**src/rtl/if_fetch.sv**
```systemverilog
// rtl/if_fetch.sv - instruction fetch unit: one-outstanding memory requester feeding a FIFO buffer toward decode
// Optional stall counter output stall_cnt is built in when IF_FETCH_PERF_CNT_EN is defined.
module if_fetch #(
    parameter int IW    = 16,
    parameter int DEPTH = 2
) (
    input  logic          clk,
    input  logic          rst,
    input  logic          run,
    input  logic          redirect,
    input  logic [7:0]    redirect_pc,
    output logic          imem_req,
    output logic [7:0]    imem_addr,
    input  logic          imem_ack,
    input  logic [IW-1:0] imem_data,
    output logic          ib_valid,
    output logic [IW-1:0] ib_instr,
    output logic [7:0]    ib_pc,
    input  logic          ib_ready
`ifdef IF_FETCH_PERF_CNT_EN
    ,
    output logic [15:0]   stall_cnt
`endif
);

    localparam int PW = $clog2(DEPTH);
    localparam int CW = PW + 1;
    localparam logic [CW-1:0] FULL = CW'(DEPTH);
    localparam logic [CW-1:0] LAST = CW'(DEPTH - 1);

    typedef enum logic [1:0] {
        IDLE,
        WAIT,
        DRAIN
    } state_t;

    state_t        state, state_nxt;
    logic [7:0]    fetch_pc, fetch_pc_nxt, addr_nxt;
    logic [PW-1:0] wptr, rptr;
    logic [CW-1:0] count, count_pop;
    logic          pop, push;

    logic [IW-1:0] buf_instr [DEPTH];
    logic [7:0]    buf_pc    [DEPTH];

    assign ib_valid  = (count != '0);
    assign pop       = ib_valid & ib_ready;
    assign count_pop = count - {{(CW-1){1'b0}}, pop};
    assign ib_instr  = ib_valid ? buf_instr[rptr] : '0;
    assign ib_pc     = ib_valid ? buf_pc[rptr] : '0;

    // Space is judged after this cycle's pop so a full buffer being drained can still be refilled.
    always_comb begin
        state_nxt    = state;
        fetch_pc_nxt = fetch_pc;
        addr_nxt     = imem_addr;
        push         = 1'b0;
        if (redirect) begin
            fetch_pc_nxt = redirect_pc;
        end
        case (state)
            IDLE: begin
                if (!redirect && run && (count_pop < FULL)) begin
                    state_nxt = WAIT;
                    addr_nxt  = fetch_pc;
                end
            end
            WAIT: begin
                if (imem_ack) begin
                    if (redirect) begin
                        state_nxt = IDLE;
                    end else begin
                        push         = 1'b1;
                        fetch_pc_nxt = imem_addr + 8'd1;
                        if (run && (count_pop < LAST)) begin
                            addr_nxt = imem_addr + 8'd1;
                        end else begin
                            state_nxt = IDLE;
                        end
                    end
                end else if (redirect) begin
                    state_nxt = DRAIN;
                end
            end
            DRAIN: begin
                if (imem_ack) begin
                    state_nxt = IDLE;
                end
            end
            default: state_nxt = IDLE;
        endcase
    end

    always_ff @(posedge clk or negedge rst) begin
        if (!rst) begin
            state     <= IDLE;
            imem_req  <= 1'b0;
            imem_addr <= 8'd0;
            fetch_pc  <= 8'd0;
            wptr      <= '0;
            rptr      <= '0;
            count     <= '0;
        end else begin
            state     <= state_nxt;
            imem_req  <= (state_nxt != IDLE);
            imem_addr <= addr_nxt;
            fetch_pc  <= fetch_pc_nxt;
            if (redirect) begin
                wptr  <= '0;
                rptr  <= '0;
                count <= '0;
            end else begin
                if (push) begin
                    wptr <= wptr + PW'(1);
                end
                if (pop) begin
                    rptr <= rptr + PW'(1);
                end
                count <= count_pop + {{(CW-1){1'b0}}, push};
            end
        end
    end

    always_ff @(posedge clk) begin
        if (push) begin
            buf_instr[wptr] <= imem_data;
            buf_pc[wptr]    <= imem_addr;
        end
    end

`ifdef IF_FETCH_PERF_CNT_EN
    always_ff @(posedge clk or negedge rst) begin
        if (!rst) begin
            stall_cnt <= 16'd0;
        end else if (redirect) begin
            stall_cnt <= 16'd0;
        end else if (run && ib_ready && !ib_valid && (stall_cnt != 16'hFFFF)) begin
            stall_cnt <= stall_cnt + 16'd1;
        end
    end
`endif

endmodule

```
**config.mk**
```make
export PLATFORM = sky130hd
export DESIGN_NAME = if_fetch
export DESIGN_NICKNAME = d
export VERILOG_FILES = /design/src/rtl/if_fetch.sv
export SDC_FILE = /design/constraint.sdc
export NUM_CORES = 1
export LEC_CHECK = 0
export CAP_MARGIN = 20
export CELL_PAD_IN_SITES_DETAIL_PLACEMENT = 2
export CELL_PAD_IN_SITES_GLOBAL_PLACEMENT = 2
export CORE_MARGIN = 5
export CORE_UTILIZATION = 30
export CTS_CLUSTER_SIZE = 30
export DETAILED_ROUTE_END_ITERATION = 10
export GPL_ROUTABILITY_DRIVEN = 1
export PLACE_DENSITY_LB_ADDON = 0.08
export SETUP_SLACK_MARGIN = 0.2
export SYNTH_ARGS = -nofsm -noshare
export SYNTH_HDL_FRONTEND = slang
export SYNTH_SLANG_ARGS = --single-unit
```
**constraint.sdc**
```tcl
create_clock -name clk -period 4.08 [get_ports clk]
set_clock_uncertainty 0.15 [all_clocks]
set_input_delay 0.408 -clock clk [delete_from_list [all_inputs] [get_ports clk]]
set_output_delay 0.408 -clock clk [all_outputs]
set_load 0.01 [all_outputs]
```
* Word level (Yosys, flattened, before mapping)
Memories as Yosys holds them, arrays and structs flattened. Index checks and enable logic that the tools add are counted.
Cells by class: add/subtract/negate cells 5, order comparisons 2, eq/ne operators 6, mux-type cells 28, bitwise gates (word level) 1, reductions and logical operators 11
Operators with widths (number):
- 8-bit two-way mux | 9
- 16-bit two-way mux | 1
- 8-bit case mux with 2 select lines | 1
- 2-bit two-way mux | 7
- 2-bit nonzero test | 5
- 1-bit two-way mux | 9
- 8-bit by 1-bit adder with 8-bit output, second input constant | 1
- 2-bit inequality test, second input constant | 4
- 2-bit case mux with 3 select lines | 1
- 5-bit AND reduction | 1
- 1-bit logical AND | 3
- 1-bit adder, second input constant | 2
- 2-bit by 1-bit adder with 2-bit output | 1
- 2-bit by 1-bit == test with 1-bit output, second input constant | 1
- 2-bit == test, second input constant | 1
- 2-bit zero test | 1
- 2-bit by 1-bit less-than comparator with 1-bit output, second input constant | 1
- 2-bit less-than comparator, second input constant | 1
- 2-bit by 1-bit subtractor with 2-bit output | 1
- 1-bit AND | 1
- 1-bit zero test | 1
Storage, ports and cells: register bits after elaboration 23, bits in writable memories 48, input port bits 30, output and inout port bits 34, word-level logic and storage cells 62, memories kept 2
Memory list:
- buf_instr | depth 2, bits a word 16, read ports 1, clocked after Yosys merged registers in 0, write ports 1, RTL line 43 | logic [IW-1:0] buf_instr [DEPTH];
- buf_pc | depth 2, bits a word 8, read ports 1, clocked after Yosys merged registers in 0, write ports 1, RTL line 44 | logic [7:0] buf_pc [DEPTH];

* Longest topological paths before layout
Gate-level depths: netlist (run 1).
depth after elaboration 10, mapped depth 7, mapped depth without buffers 7

* Worst setup path before layout (run 1)
No wires, ideal clock.
kind register to register, start register state[1], end memory buf_instr[0][0] (enable), arrival time 1.818 ns, required time 3.525 ns, path slack 1.708 ns, cell stages (with the launch flop) 4, buffers on the path 1, clock period less this slack 2.372 ns, path through dfrtp_1 -> nand4bb_1 -> clkbuf_1 -> nor2_1
On the way: cells in the longest elaborated chain, start to end 4
Ends and longest elaborated chain:
- start: declaration | RTL line 37 | state_t state, state_nxt;
- start signal: assignment | RTL line 104 | state <= state_nxt;
- 2-bit by 1-bit == test with 1-bit output | RTL line 61 | case (state)
- 1-bit two-way mux | RTL line 61
- 1-bit two-way mux | RTL line 125 | if (push) begin
- 1-bit two-way mux (implied by the code) | RTL line 126 | buf_instr[wptr] <= imem_data;
- end: declaration | RTL line 43
No other way between the ends.

* Worst setup path in the final report (run 1)
start register rptr, end output port ib_pc[5]
On the way: cells in the longest elaborated chain, start to end 2
Ends and longest elaborated chain:
- start: declaration | RTL line 39 | logic [PW-1:0] wptr, rptr;
- start signal: assignment | RTL line 117 | rptr <= rptr + PW'(1);
- memory read 2 x 8 bit
- 8-bit two-way mux | RTL line 50 | assign ib_pc = ib_valid ? buf_pc[rptr] : '0;
- end: declaration | RTL line 18 | output logic [7:0] ib_pc,
No other way between the ends.

==> flow_metrics.tcl, run 1 <==
set metrics [dict create \
    ant_nets 0 \
    cts.path.max_buffers 2 \
    portBuffers 63 \
    start_kind "register" \
    tightest_slew_ns 0.559 \
    gr-total-overflow 0 \
    die_y_microns 111 \
    core-area_sq_um 9820 \
    hold_buffers 0 \
    drt_pass1_iterations 4 \
    drv_slew 0 \
    fill_cells 1034 \
    ys_warn_count 0 \
    grt_max_degree 27 \
    r2r_slack_ns 1.70 \
    die_area_sq_um 12200 \
    rsz0062_at_grt "false" \
    period_minus_slack_ns 2.47 \
    yosysSeqAreaShare 0.664 \
    fin_nets 337 \
    clock-root-buffer "clkbuf_8" \
    max-cap-violations 0 \
    syn_area_per_cell_sq_um 13.0 \
    cts_resized 0 \
    cts_buffers 9 \
    drive_above_1_share 0.0939 \
    setup_viol 0 \
    yosysUniqueCellTypes 32 \
    num_vias 2022 \
    die_x_microns 111 \
    row_count 36 \
    arrival_ns 1.91 \
    layout.area.seq_sq_um 2020 \
    grt_use_total 0.128 \
    crit_path_start "rptr$_DFFE_PN0P_" \
    synthCells 233 \
    synth_edf_count 48 \
    syn2layout_area_growth_pct 34.0 \
    fmax_mhz 405 \
    avgRoutedWirePerCell_microns 16.7 \
    top_usage_layer "met2" \
    post-route-period-util 0.605 \
    cts_max_level 3 \
    ir_worst_vdd_uv 275 \
    final.setup.tns_ns 0 \
    start_util 0.309 \
    grt_pass1_vias 2374 \
    grt_pass1_wl_mm 12.4 \
    hold_class "in -> async" \
    utilization 0.414 \
    multi_input_comb_area_sq_um 966 \
    diodes 0 \
    via_per_inst 4.57 \
    gr-usage-met2 0.216 \
    worstPathMaxFanout 25 \
    status "finished, final reports clean" \
    synth_area_sq_um 3040 \
    hold_viol_final 0 \
    cts.reportedPaths.clkPinSlew_ns 0.08 \
    dp_hpwl_mm 5.12 \
    wirelength_mm 7.37 \
    path_cells "buf_4 > mux2i_1 > nor2_1 > clkdlybuf4s50_1" \
    leakagePower_nw 1.46 \
    worstSetupPathType "reg -> out" \
    synth_fp_nets 266 \
    grt_use_met1 0.157 \
    synth_ff_type "edfxtp_1" \
    drt_iter0_markers 68 \
    cts_sinks 71 \
    r2r_start "count[1]$_DFF_PN0_" \
    synthArstFlopShare 0.324 \
    cts_tree "yes" \
    relSlewSlack 0.626 \
    met3_usage 0.0350 \
    critPathCaptureType "output port" \
    power.density_nw_per_um2 630 \
    cts_setup_buffers 0 \
    insertion_delay_ns 0.34 \
    ioPinCount 64 \
    route.detailed.drc 0 \
    required_ns 3.52 \
    ys_seq_elements 71 \
    place.gp.congestion 0.669 \
    slowest_delay_ns 0.56 \
    cp_slowest_cell "clkdlybuf4s50_1" \
    antenna_found_initial 0 \
]
## critical path, delay by kind of cell, from the launching register on
kind                   cells  cell delay (ns)
buffers and inverters      2             0.94
flip-flops                 1             0.33
multiplexers               1             0.13
AND/OR/NAND/NOR            1             0.15
## final cells by class
class                   instances  area share
clock inverters                 6      0.0172
inverters                       5     0.00461
clock buffers                  10      0.0314
multi-input cells             147       0.237
well taps                     133      0.0409
repair buffers                 70       0.173
flip-flops and latches         71       0.496
## kinds of logic after synthesis
group / after synthesis / share of synthesized area
simple gates: 74 / 0.117
flops: 71 / 0.664
compound gates: 32 / 0.0663
mux: 28 / 0.0923
buf+inv: 15 / 0.0194
xor+xnor: 10 / 0.0288
fa+ha+maj: 3 / 0.0124
## final timing paths
path | endpoint | cells after the start
setup / recovery | ib_pc[5] | 4
hold / removal | imem_addr[1]$_DFFE_PN0P_ | 1
setup reg to reg | imem_req$_DFF_PN0_ | 7
hold reg to reg | imem_addr[6]$_DFFE_PN0P_ | 2
max in group asynchronous | count[0]$_DFF_PN0_ | 3
min in group clk | imem_addr[6]$_DFFE_PN0P_ | 2
## flip-flops by register name, summed over array words and instances (netlist names)
signal,count
buf_instr,32
fetch_pc,8
imem_req,1
wptr,1
imem_addr,8
buf_pc,16
count,2
state,2
rptr,1
## per-stage QoR
stage / worst slack, ns / hold WS [ns] / cell area, sq um / power [mW] / instances
after floorplan: 1.71 / -0.0376 / 3040 / 1.55 / 233
after global placement: 1.47 / 0.361 / 3840 / 2.03 / 425
after detailed placement: 1.40 / 0.369 / 3840 / 2.05 / 425
after CTS: 1.55 / 0.389 / 4040 / 2.63 / 441
after global routing: 1.48 / 0.165 / 4070 / 2.75 / 442
final: 1.61 / 0.161 / 4070 / 2.56 / 442
## cells in the final DEF, fill, tap and decap left out, types with 6 or more instances in the layout
cell and count:
a21oi_1 10, buf_4 6, clkbuf_8 9, clkdlybuf4s50_1 63
dfrtp_1 23, edfxtp_1 48, mux2i_1 28, nand2_1 13
nand3_1 6, nor2_1 34, o21ai_0 9, xnor2_1 7
## routing by layer
layer	up-vias	wire, microns
li1	973	-
met1	995	3320
met2	45	3680
met3	9	280
met4	0	90
met5	-	0
## synth_stat cells, drive strengths merged (3+ instances only)
cell type | number | area share
a21oi | 10 | 0.016
and3b | 3 | 0.0087
clkbuf | 8 | 0.0099
dfrtp | 23 | 0.19
edfxtp | 48 | 0.47
ha | 3 | 0.012
inv | 5 | 0.0062
mux2i | 28 | 0.092
nand2 | 13 | 0.016
nand3 | 6 | 0.0099
nor2 | 36 | 0.044
nor2b | 4 | 0.0082
o211ai | 3 | 0.0074
o21ai | 14 | 0.023
xnor2 | 7 | 0.020
xor2 | 3 | 0.0087
## power by group
part / switching [mW] / internal, mW / leakage (nW)
logic: 0.505 / 0.494 / 0.645
registers: 0.109 / 0.896 / 0.726
clock network: 0.275 / 0.285 / 0.0891
total: 0.890 / 1.68 / 1.46
(Power assumes the default switching activity.)
==> inputs of run 2 (changes only) <==
- clock period: 4.08 -> 2.6 ns (I/O delays scaled with it)
==> flow_metrics.tcl, run 2 (synthesis gave the netlist of run 1 again) <==
set metrics [dict create \
    final_area_sq_um 4090 \
    die_x_microns 111 \
    num_vias 2086 \
    slowest_delay_ns 0.50 \
    tightest_slew_ns 0.524 \
    dp_hpwl_mm 5.33 \
    portBuffers 63 \
    final_common_cell "clkdlybuf4s50_1" \
    rsz0062_at_grt "false" \
    drv_slew 0 \
    start_kind "register" \
    row_count 36 \
    path_buf_inv 2 \
    cts.reportedPaths.clkPinSlew_ns 0.08 \
    post-route-period-util 0.857 \
    path_cells "nor2_2 > buf_4 > nor2_1 > clkdlybuf4s50_1" \
    insertion_delay_ns 0.34 \
    worstPathMaxFanout 25 \
    grt_pass1_vias 2396 \
    cts_setup_buffers 0 \
    drive_above_1_share 0.0997 \
    gr-total-overflow 0 \
    die_y_microns 111 \
    syn2layout_area_growth_pct 34.8 \
    place.gp.congestion 0.724 \
    worstSetupPathType "reg -> out" \
    cts.path.max_buffers 2 \
    ant_nets 0 \
    arrival_ns 1.82 \
    required_ns 2.19 \
    most-common-layout-cells "clkdlybuf4s50_1, edfxtp_1, nor2_1" \
    hold_class "in -> async" \
    leakagePower_nw 1.47 \
    route.detailed.drc 0 \
    placed_area_sq_um 3890 \
    grt_max_degree 26 \
    setup_viol 0 \
    final.setup.tns_ns 0 \
    cp_slowest_cell "clkdlybuf4s50_1" \
    core-area_sq_um 9820 \
    fill_cells 1031 \
    status "finished, final reports clean" \
    drt_iter0_markers 46 \
    via_per_inst 4.70 \
    drt_pass1_iterations 4 \
    die_area_sq_um 12200 \
    period_minus_slack_ns 2.23 \
    critPathCaptureType "output port" \
    fmax_mhz 449 \
    cts_tree "yes" \
    crit_family "buffers and inverters" \
    fin_nets 339 \
    wirelength_mm 7.62 \
    max-cap-violations 0 \
    hold_viol_final 0 \
    clock-root-buffer "clkbuf_8" \
    power.density_nw_per_um2 997 \
    avgRoutedWirePerCell_microns 17.2 \
    fin_total_pwr_mw 4.08 \
    ir_worst_vdd_uv 347 \
    cts_sinks 71 \
    relSlewSlack 0.651 \
    top_register "buf_instr" \
    ioPinCount 64 \
    diodes 0 \
    antenna_found_initial 0 \
    largest_reg_flops 32 \
    grt_use_total 0.131 \
    cts_max_level 3 \
    cts_buffers 9 \
    grt_pass1_wl_mm 12.7 \
    r2r_slack_ns 0.63 \
    start_util 0.309 \
    reg.largest.list "buf_instr (32), buf_pc (16)" \
]
## run 2: cell types whose count changed in the layout (fill, tap and decap cells not counted), sizes merged
cell	before	now
buf	7	9
## run 2: final cells by class
cell class / instances / area (sq um) / area share
clock buffers: 10 / 128 / 0.0312
clock inverters: 6 / 70.1 / 0.0171
flip-flops and latches: 71 / 2020 / 0.493
well taps: 133 / 166 / 0.0407
repair buffers: 72 / 727 / 0.178
inverters: 5 / 18.8 / 0.00459
multi-input cells: 147 / 966 / 0.236
## run 2: timing repair
action | CTS | global route
setup endpoints to repair | 0 | 7
hold buffers | 0 | 0
endpoints found under the hold margin | 0 | 0
resized for setup | 0 | 1
## run 2: stage by stage
| step | setup WS (ns) | utilization | cells | hold slack (ns) |
|---|---|---|---|---|
| floorplan | 0.228 | - | 233 | -0.186 |
| global placement | 0.365 | 0.396 | 428 | 0.349 |
| detailed placement | 0.319 | 0.396 | 428 | 0.361 |
| CTS | 0.209 | 0.416 | 444 | 0.121 |
| global route | 0.249 | 0.417 | 444 | 0.141 |
| finish | 0.373 | 0.417 | 444 | 0.130 |
## run 2: where the power goes
part | total (mW) | switching, mW | internal, mW
Combinational | 1.61 | 0.804 | 0.805
Clock | 0.883 | 0.435 | 0.448
Sequential | 1.59 | 0.181 | 1.40
Total | 4.08 | 1.42 | 2.66
## run 2: routing by layer
metal,wire length (microns),global-route usage,vias up
met5,0,0,-
met4,112,0.0567,0
met3,259,0.0295,9
met2,3910,0.225,45
met1,3340,0.157,1055
li1,-,-,977
## run 2: path summary, 6_finish.rpt
check | startpoint | endpoint | cells past startpoint
worst max-delay path | count[1]$_DFF_PN0_ | ib_pc[3] | 4
worst min-delay path | rst | fetch_pc[1]$_DFF_PN0_ | 2
worst max register to register | count[1]$_DFF_PN0_ | imem_req$_DFF_PN0_ | 7
worst min register to register | fetch_pc[5]$_DFF_PN0_ | imem_addr[5]$_DFFE_PN0P_ | 2
max in group asynchronous | rst | imem_addr[5]$_DFFE_PN0P_ | 2
min in group clk | redirect_pc[2] | fetch_pc[2]$_DFF_PN0_ | 3
==> inputs of run 3 (changes only) <==
- CELL_PAD_IN_SITES_DETAIL_PLACEMENT: 2 -> 0
- CELL_PAD_IN_SITES_GLOBAL_PLACEMENT: 2 -> 1
==> flow_metrics.tcl, run 3 (synthesis gave the netlist of run 1 again) <==
set metrics [dict create \
    die_y_microns 111 \
    syn2layout_area_growth_pct 36.1 \
    via_per_inst 4.43 \
    r2r_start "count[1]$_DFF_PN0_" \
    hold_viol_final 0 \
    clock-root-buffer "clkbuf_8" \
    die_x_microns 111 \
    grt_use_total 0.111 \
    relSlewSlack 0.683 \
    cts_resized 0 \
    dp_hpwl_mm 4.31 \
    leakagePower_nw 1.49 \
    p_int_mw 2.78 \
    gr-total-overflow 0 \
    fmax_mhz 454 \
    cts.path.max_buffers 2 \
    arrival_ns 1.79 \
    final_cells 444 \
    tightest_slew_ns 0.476 \
    drive_above_1_share 0.0965 \
    pwr-share-clk 0.236 \
    grt_use_met1 0.145 \
    hold_buffers 0 \
    gr-usage-met2 0.172 \
    row_count 36 \
    required_ns 2.19 \
    power_frac_comb 0.381 \
    r2r-end "imem_req$_DFF_PN0_" \
    most-common-layout-cells "clkdlybuf4s50_1, edfxtp_1, nor2_1" \
    drt_iter0_markers 71 \
    place.gp.congestion 0.753 \
    rsz0062_at_grt "false" \
    ir_worst_vdd_uv 348 \
    num_vias 1966 \
    switchingPower_mw 1.35 \
    reg.largest.list "buf_instr (32), buf_pc (16)" \
    setup_viol 0 \
    dp.cells 428 \
    status "finished, final reports clean" \
    top_register "buf_instr" \
    final_common_cell "clkdlybuf4s50_1" \
    final.setup.tns_ns 0 \
    period_minus_slack_ns 2.20 \
    fill_cells 978 \
    cts_setup_buffers 0 \
    grt_pass1_vias 2060 \
    portBuffers 63 \
    avgRoutedWirePerCell_microns 14.6 \
    met3_usage 0.0350 \
    grt_max_degree 26 \
    diodes 0 \
    start_util 0.309 \
    start_kind "register" \
    top_usage_layer "met2" \
    cts_tree "yes" \
    p_seq_frac 0.384 \
    drv_slew 0 \
    worstPathMaxFanout 25 \
    grt_pass1_wl_mm 10.9 \
    post-route-period-util 0.847 \
    hold_class "in -> async" \
    critPathCaptureType "output port" \
    r2r_slack_ns 0.62 \
    switching_share 0.328 \
    worstSetupPathType "reg -> out" \
    power.density_nw_per_um2 1000 \
    antenna_found_initial 0 \
    largest_reg_flops 32 \
    ioPinCount 64 \
    insertion_delay_ns 0.34 \
    max-cap-violations 0 \
    worst-r2r-cell-count 7 \
    cts_buffers 9 \
    cts_max_level 3 \
    cts.reportedPaths.clkPinSlew_ns 0.08 \
    wirelength_mm 6.48 \
    core-area_sq_um 9820 \
    fin_nets 339 \
    route.detailed.drc 0 \
    cts_sinks 71 \
    die_area_sq_um 12200 \
    ant_nets 0 \
    drt_pass1_iterations 4 \
]
## run 3: cell count changes in the layout (fill, tap and decap cells not counted), sizes merged
cell	delta
clkbuf	+3
clkinvlp	-2
inv	-1
## run 3: final cells by class
class	instances	area (sq um)	area share
clock buffer	13	181	0.0439
inverter	5	18.8	0.00454
tap	133	166	0.0403
sequential	71	2020	0.488
clock inverter	3	46.3	0.0112
multi-input combinational	147	966	0.234
timing repair buffer	72	736	0.178
## run 3: worst max-delay path, stage by stage (launching register included)
cell and delay, ns:
dfrtp_1 0.42, nor2_2 0.13, buf_4 0.30, nor2_1 0.09
clkdlybuf4s50_1 0.51
## run 3: how the worst max path moves through the flow
stage / slack, ns / startpoint / to
3_3_place_gp: 0.38 / redirect / imem_addr[0]$_DFFE_PN0P_
6_report: 0.40 / count[1]$_DFF_PN0_ / ib_pc[5]
3_5_place_dp: 0.34 / ib_ready / imem_req$_DFF_PN0_
2_1_floorplan: 0.23 / state[1]$_DFF_PN0_ / buf_instr[0][0]$_DFFE_PP_
5_1_grt: 0.25 / count[1]$_DFF_PN0_ / ib_pc[5]
4_1_cts: 0.35 / count[1]$_DFF_PN0_ / ib_pc[2]
## run 3: metal layers
layer  routed length, microns  share of wire  vias up
li1                         -              -      974
met1                     3010           0.46      935
met2                     3050           0.47       47
met3                      298          0.046       10
met4                      115          0.018        0
met5                        0              0        -
## run 3: power groups by stage
stage	clock, mW	combinational [mW]	sequential, mW
global route	1.06	1.74	1.62
detailed placement	0	1.60	1.61
CTS	1.01	1.61	1.59
finish	0.973	1.57	1.59
global placement	0	1.60	1.61
floorplan	0	0.850	1.58
## run 3: metrics by stage
| step | util | instance area [sq um] | total power [mW] | hold slack (ns) | worst slack [ns] |
|---|---|---|---|---|---|
| 6_report | 0.421 | 4130 | 4.13 | 0.130 | 0.398 |
| 5_1_grt | 0.421 | 4130 | 4.42 | 0.161 | 0.251 |
| 4_1_cts | 0.421 | 4130 | 4.22 | 0.130 | 0.351 |
| 3_3_place_gp | 0.398 | 3900 | 3.22 | 0.358 | 0.376 |
| 2_1_floorplan | - | 3040 | 2.43 | -0.186 | 0.228 |
| 3_5_place_dp | 0.398 | 3900 | 3.22 | 0.360 | 0.340 |
==> patch 1, RTL diff (settings of run 2) <==
Encoding of `state_t`: now one-hot (3 bits for 3 states).
--- a/src/rtl/if_fetch.sv
+++ b/src/rtl/if_fetch.sv
@@ -29,8 +29,8 @@
     localparam logic [CW-1:0] LAST = CW'(DEPTH - 1);
 
-    typedef enum logic [1:0] {
-        IDLE,
-        WAIT,
-        DRAIN
+    typedef enum logic [2:0] {
+        IDLE  = 3'b001,
+        WAIT  = 3'b010,
+        DRAIN = 3'b100
     } state_t;
 
Function: no difference found for any inputs over 10 cycles, from zero or initial values and one cycle with rst low; not proved beyond that.
==> patch 1 against run 2 <==
- critical path depth unchanged
- largest power group unchanged
- setup slack worse by 0.0051 ns
- total power up 3.8%
- routed wire length up 5.7%
- area after synthesis up 3.5%
- via count up 4.8%
- sequential cell count up 1
- die area up 3.2%
- critical endpoint unchanged
- design area up 3.9%
==> patch 1: results (changes against run 2) <==
power_and_ir_drop:
  total_power_mw: 4.23  # was 4.08 mW
  ir_drop_uv: 379  # was 347 uV
  leakagePower_nw: 1.53  # was 1.47 nW
routing:
  routed.top_layer: "met4"  # unchanged
  firstDrtPassIters: 4  # unchanged
  dr.first_iter.drc_count: 81  # was 46
  vias_per_cell: 4.75  # was 4.70
  met2_length_mm: 3.88  # was 3.91 mm
  met1_length_mm: 3.83  # was 3.34 mm
  wl_met3_um: 262  # was 259 um
  wl_mm: 8.05  # was 7.62 mm
  vias: 2187  # was 2,086
synth:
  synthTopCellsByArea: "edfxtp_1 (46%), dfrtp_1 (18%), mux2i_1 (8.9%)"  # was edfxtp_1 (47%), dfrtp_1 (19%), mux2i_1 (9.2%)
  synth_fp_nets: 277  # was 266
  synthDistinctLibCells: 43  # was 32
  synth_flop_cell: "edfxtp_1"  # unchanged
  netlist_instances: 244  # was 233
  synthTopCellsByCount: "edfxtp_1 (48), nor2_1 (36), mux2i_1 (28)"  # unchanged
  seq_area_frac_synth_pct: 65.0  # was 66.4%
  synth-async-reset-ratio_pct: 33.3  # was 32.4%
worst_setup_path:
  cp.arrival_ns: 1.82  # about the same
  critical-path-slowest-cell: "clkdlybuf4s50_1"  # unchanged
cts:
  cts-root-buf: "clkbuf_8"  # unchanged
  clk_pin_slew_ns: 0.08  # about the same
  ctsLongestPathBuffers: 2  # unchanged
  clock_latency_ns: 0.34  # about the same
placement:
  place_hpwl_mm: 5.52  # was 5.33 mm
  placed_area_um2: 4010  # was 3890 um^2
  portBuffers: 63  # unchanged
  dp_cells: 444  # was 428
  pre_cts_ws_ns: 0.209  # was 0.319 ns
  gp_congestion: 0.708  # was 0.724
global_routing:
  use_met3_pct: 2.70  # was 2.95%
  grt_pass1_wl_mm: 13.4  # was 12.7 mm
  grt_util_met2_pct: 22.4  # was 22.5%
  grt_use_met1_pct: 16.9  # was 15.7%
  grt_pass1_vias: 2543  # was 2,396
  grt_max_degree: 26  # unchanged
  grtUsageTotal_pct: 13.3  # was 13.1%
outcome:
  status: "complete, no violations"  # unchanged
layout:
  layout-drive-gt1-share_pct: 9.57  # was 9.97%
  nNetsFinal: 352  # was 339
sta:
  worstMarginPinSlew_ns: 0.467  # was 0.524 ns
[patch 1: cell count changes after synthesis, sizes merged, moves of 2 or more]
cell	delta
nand3b	-2
buf	+3
and3	+2
nand2	-4
nor3b	+2
nor2b	-2
clkbuf	-3
o211ai	-3
o2bb2ai	+2
a21oi	+4
[patch 1: power by group]
part	internal (mW)	switching [mW]	total [mW]
Clock	0.635	0.428	1.06
Combinational	0.825	0.776	1.60
Sequential	1.38	0.190	1.57
Total	2.84	1.39	4.23
[patch 1: path summary, 6_finish.rpt]
kind / slack, ns / depth (start not counted) / end / start
hold / removal: 0.16 / 2 / fetch_pc[2]$_DFF_PN0_ / rst
setup reg to reg: 0.43 / 7 / imem_addr[6]$_DFFE_PN0P_ / count[1]$_DFF_PN0_
max in group asynchronous: 1.83 / 2 / state[0]$_DFF_PN1_ / rst
setup / recovery: 0.37 / 4 / ib_pc[3] / count[1]$_DFF_PN0_
hold reg to reg: 0.41 / 2 / imem_addr[1]$_DFFE_PN0P_ / fetch_pc[1]$_DFF_PN0_
min in group clk: 0.31 / 3 / fetch_pc[4]$_DFF_PN0_ / redirect_pc[4]
[patch 1: cells by family (layout without fill, tap and decap cells)]
| logic type | Yosys count | count (layout) | synth area share, % |
|---|---|---|---|
| buffers and inverters | 16 | 96 | 2.11 |
| adders and majority gates | 3 | 3 | 1.19 |
| muxes | 28 | 28 | 8.92 |
| AOI/OAI and AO/OA | 42 | 42 | 8.16 |
| and+or+nand+nor | 73 | 73 | 11.6 |
| DFF | 72 | 72 | 65.0 |
| xor gates and xnor gates | 10 | 10 | 3.03 |
[patch 1: area by class of cell]
class	count	area [um^2]
repair buffers	74	742
clock inverters	6	108
clock buffers	10	128
fillers	1091	6030
well taps	136	170
flip-flops and latches	72	2040
inverters	6	22.5
multi-input cells	156	1040
==> patch 2, RTL diff (flow settings as in run 2) <==
Made on the original files. Change the parameter `IW` from 16 to 15.
--- a/src/rtl/if_fetch.sv
+++ b/src/rtl/if_fetch.sv
@@ -2,5 +2,5 @@
 // Optional stall counter output stall_cnt is built in when IF_FETCH_PERF_CNT_EN is defined.
 module if_fetch #(
-    parameter int IW    = 16,
+    parameter int IW    = 15,
     parameter int DEPTH = 2
 ) (
Ports: changed (resized ib_instr and imem_data); port bits go from 64 to 62. The function was not compared with the original's and may differ.
==> patch 2 against run 2 <==
- setup slack improved by 0.027 ns
- die area decreased by 2.2%
- hold slack improved by 0.00064 ns
- sequential cell count decreased by 2
- design area decreased by 1.1%
- routed wire length decreased by 3.4%
- non-clock buffer count decreased by 2
- register-to-register slack got worse by 0.03 ns
- area after synthesis decreased by 2.4%
- total power increased by 2.6%
- critical path depth unchanged
- critical endpoint is now ib_pc[5]
==> patch 2: results (changes against run 2) <==
outcome:
  status: "complete, no violations"  # unchanged
layout:
  nNetsFinal: 332  # was 339
  nFillCells: 987  # was 1,031
  reg_top3: "buf_instr (30), buf_pc (16)"  # was buf_instr (32), buf_pc (16)
  layout-drive-gt1-share_pct: 9.84  # was 9.97%
sta:
  worstMarginPinSlew_ns: 0.515  # was 0.524 ns
synth:
  ys_warn_count: 0  # unchanged
  synth_fp_nets: 261  # was 266
  synth_edf_count: 46  # was 48
  synth.most_common_cell: "edfxtp_1"  # unchanged
  synth_flop_cell: "edfxtp_1"  # unchanged
  synthTopCellsByCount: "edfxtp_1 (46), nor2_1 (35), mux2i_1 (27)"  # was edfxtp_1 (48), nor2_1 (36), mux2i_1 (28)
  synth-async-reset-ratio_pct: 33.3  # was 32.4%
  netlist_instances: 229  # was 233
  seq_area_frac_synth_pct: 66.0  # was 66.4%
  synthDistinctLibCells: 32  # unchanged
  synthTopCellsByArea: "edfxtp_1 (47%), dfrtp_1 (19%), mux2i_1 (9.1%)"  # was edfxtp_1 (47%), dfrtp_1 (19%), mux2i_1 (9.2%)
routing:
  firstDrtPassIters: 4  # unchanged
  wl_mm: 7.36  # was 7.62 mm
  vias_per_cell: 4.67  # was 4.70
  wire_per_inst_um: 16.8  # was 17.2 um
  dr.first_iter.drc_count: 57  # was 46
cts:
  clock_latency_ns: 0.34  # about the same
  post_cts_resized: 0  # unchanged
  hold_buffers: 0  # unchanged
  htreeDepth: 3  # unchanged
  clk_pin_slew_ns: 0.08  # about the same
  cts_setup_buffers: 0  # unchanged
  cts-root-buf: "clkbuf_8"  # unchanged
worst_setup_path:
  cpPeakStageDelay_ns: 0.52  # was 0.50 ns
  cp.arrival_ns: 1.79  # was 1.82 ns
  critPathMaxFanout: 24  # was 25
  reg2reg_from: "count[1]$_DFF_PN0_"  # unchanged
  critPathTopFamily: "buffers and inverters"  # unchanged
placement:
  dp_cells: 422  # was 428
  placed_area_um2: 3810  # was 3890 um^2
  portBuffers: 61  # was 63
  place_hpwl_mm: 5.11  # was 5.33 mm
  pre_cts_ws_ns: 0.314  # was 0.319 ns
  gp_congestion: 0.705  # was 0.724
global_routing:
  grt_pass1_vias: 2356  # was 2,396
  grtUsageTotal_pct: 13.3  # was 13.1%
  antenna_found_initial: 0  # unchanged
  grt_max_degree: 25  # was 26
  grt_pass1_wl_mm: 12.1  # was 12.7 mm
min_path:
  min_path_type: "primary input to asynchronous set/reset pin"  # unchanged
power_and_ir_drop:
  leakagePower_nw: 1.47  # about the same
  ir_drop_uv: 400  # was 347 uV
-- patch 2: cell count changes after synthesis --
| cell | delta |
|---|---|
| edfxtp_1 | -2 |
| nor2_1 | -1 |
| mux2i_1 | -1 |
-- patch 2: logic make-up (layout without fill, tap and decap cells) --
group,count (synthesis),in the layout,synth area share [%]
XOR/XNOR,10,10,2.96
multiplexers,27,27,9.12
flip-flops,69,69,66.0
adder cells (fa/ha/maj),3,3,1.27
buffers and inverters,15,91,1.98
AO/OA/AOI/OAI,32,32,6.80
AND/OR/NAND/NOR,73,73,11.8
-- patch 2: power by group --
group	total (mW)	switching (mW)	internal [mW]
Sequential	1.55	0.184	1.37
Clock	1.05	0.413	0.638
Combinational	1.58	0.784	0.798
Total	4.19	1.38	2.80
-- patch 2: layout make-up --
cell class              count  area, um^2  share of cell area, %
clock buffers              10         128                   3.15
multi-input cells         145         952                   23.5
repair buffers             70         716                   17.7
clock inverters             6         110                   2.72
flip-flops and latches     69        1960                   48.3
inverters                   5        18.8                  0.464
well taps                 133         166                   4.11
-- patch 2: routing by layer --
layer | vias up | wire length (um) | GRT usage [%]
li1 | 962 | - | -
met1 | 1028 | 3160 | 16.0
met2 | 48 | 3810 | 23.3
met3 | 9 | 298 | 2.82
met4 | 0 | 89 | 5.08
met5 | - | 0 | 0
-- patch 2: final timing paths --
check,slack [ns],depth (start not counted),to
worst max-delay path,0.40,4,ib_pc[5]
worst min-delay path,0.13,2,fetch_pc[3]$_DFF_PN0_
worst max register to register,0.60,7,imem_req$_DFF_PN0_
worst min register to register,0.38,2,imem_addr[7]$_DFFE_PN0P_
max in group asynchronous,1.92,2,wptr$_DFFE_PN0P_
min in group clk,0.32,3,fetch_pc[2]$_DFF_PN0_
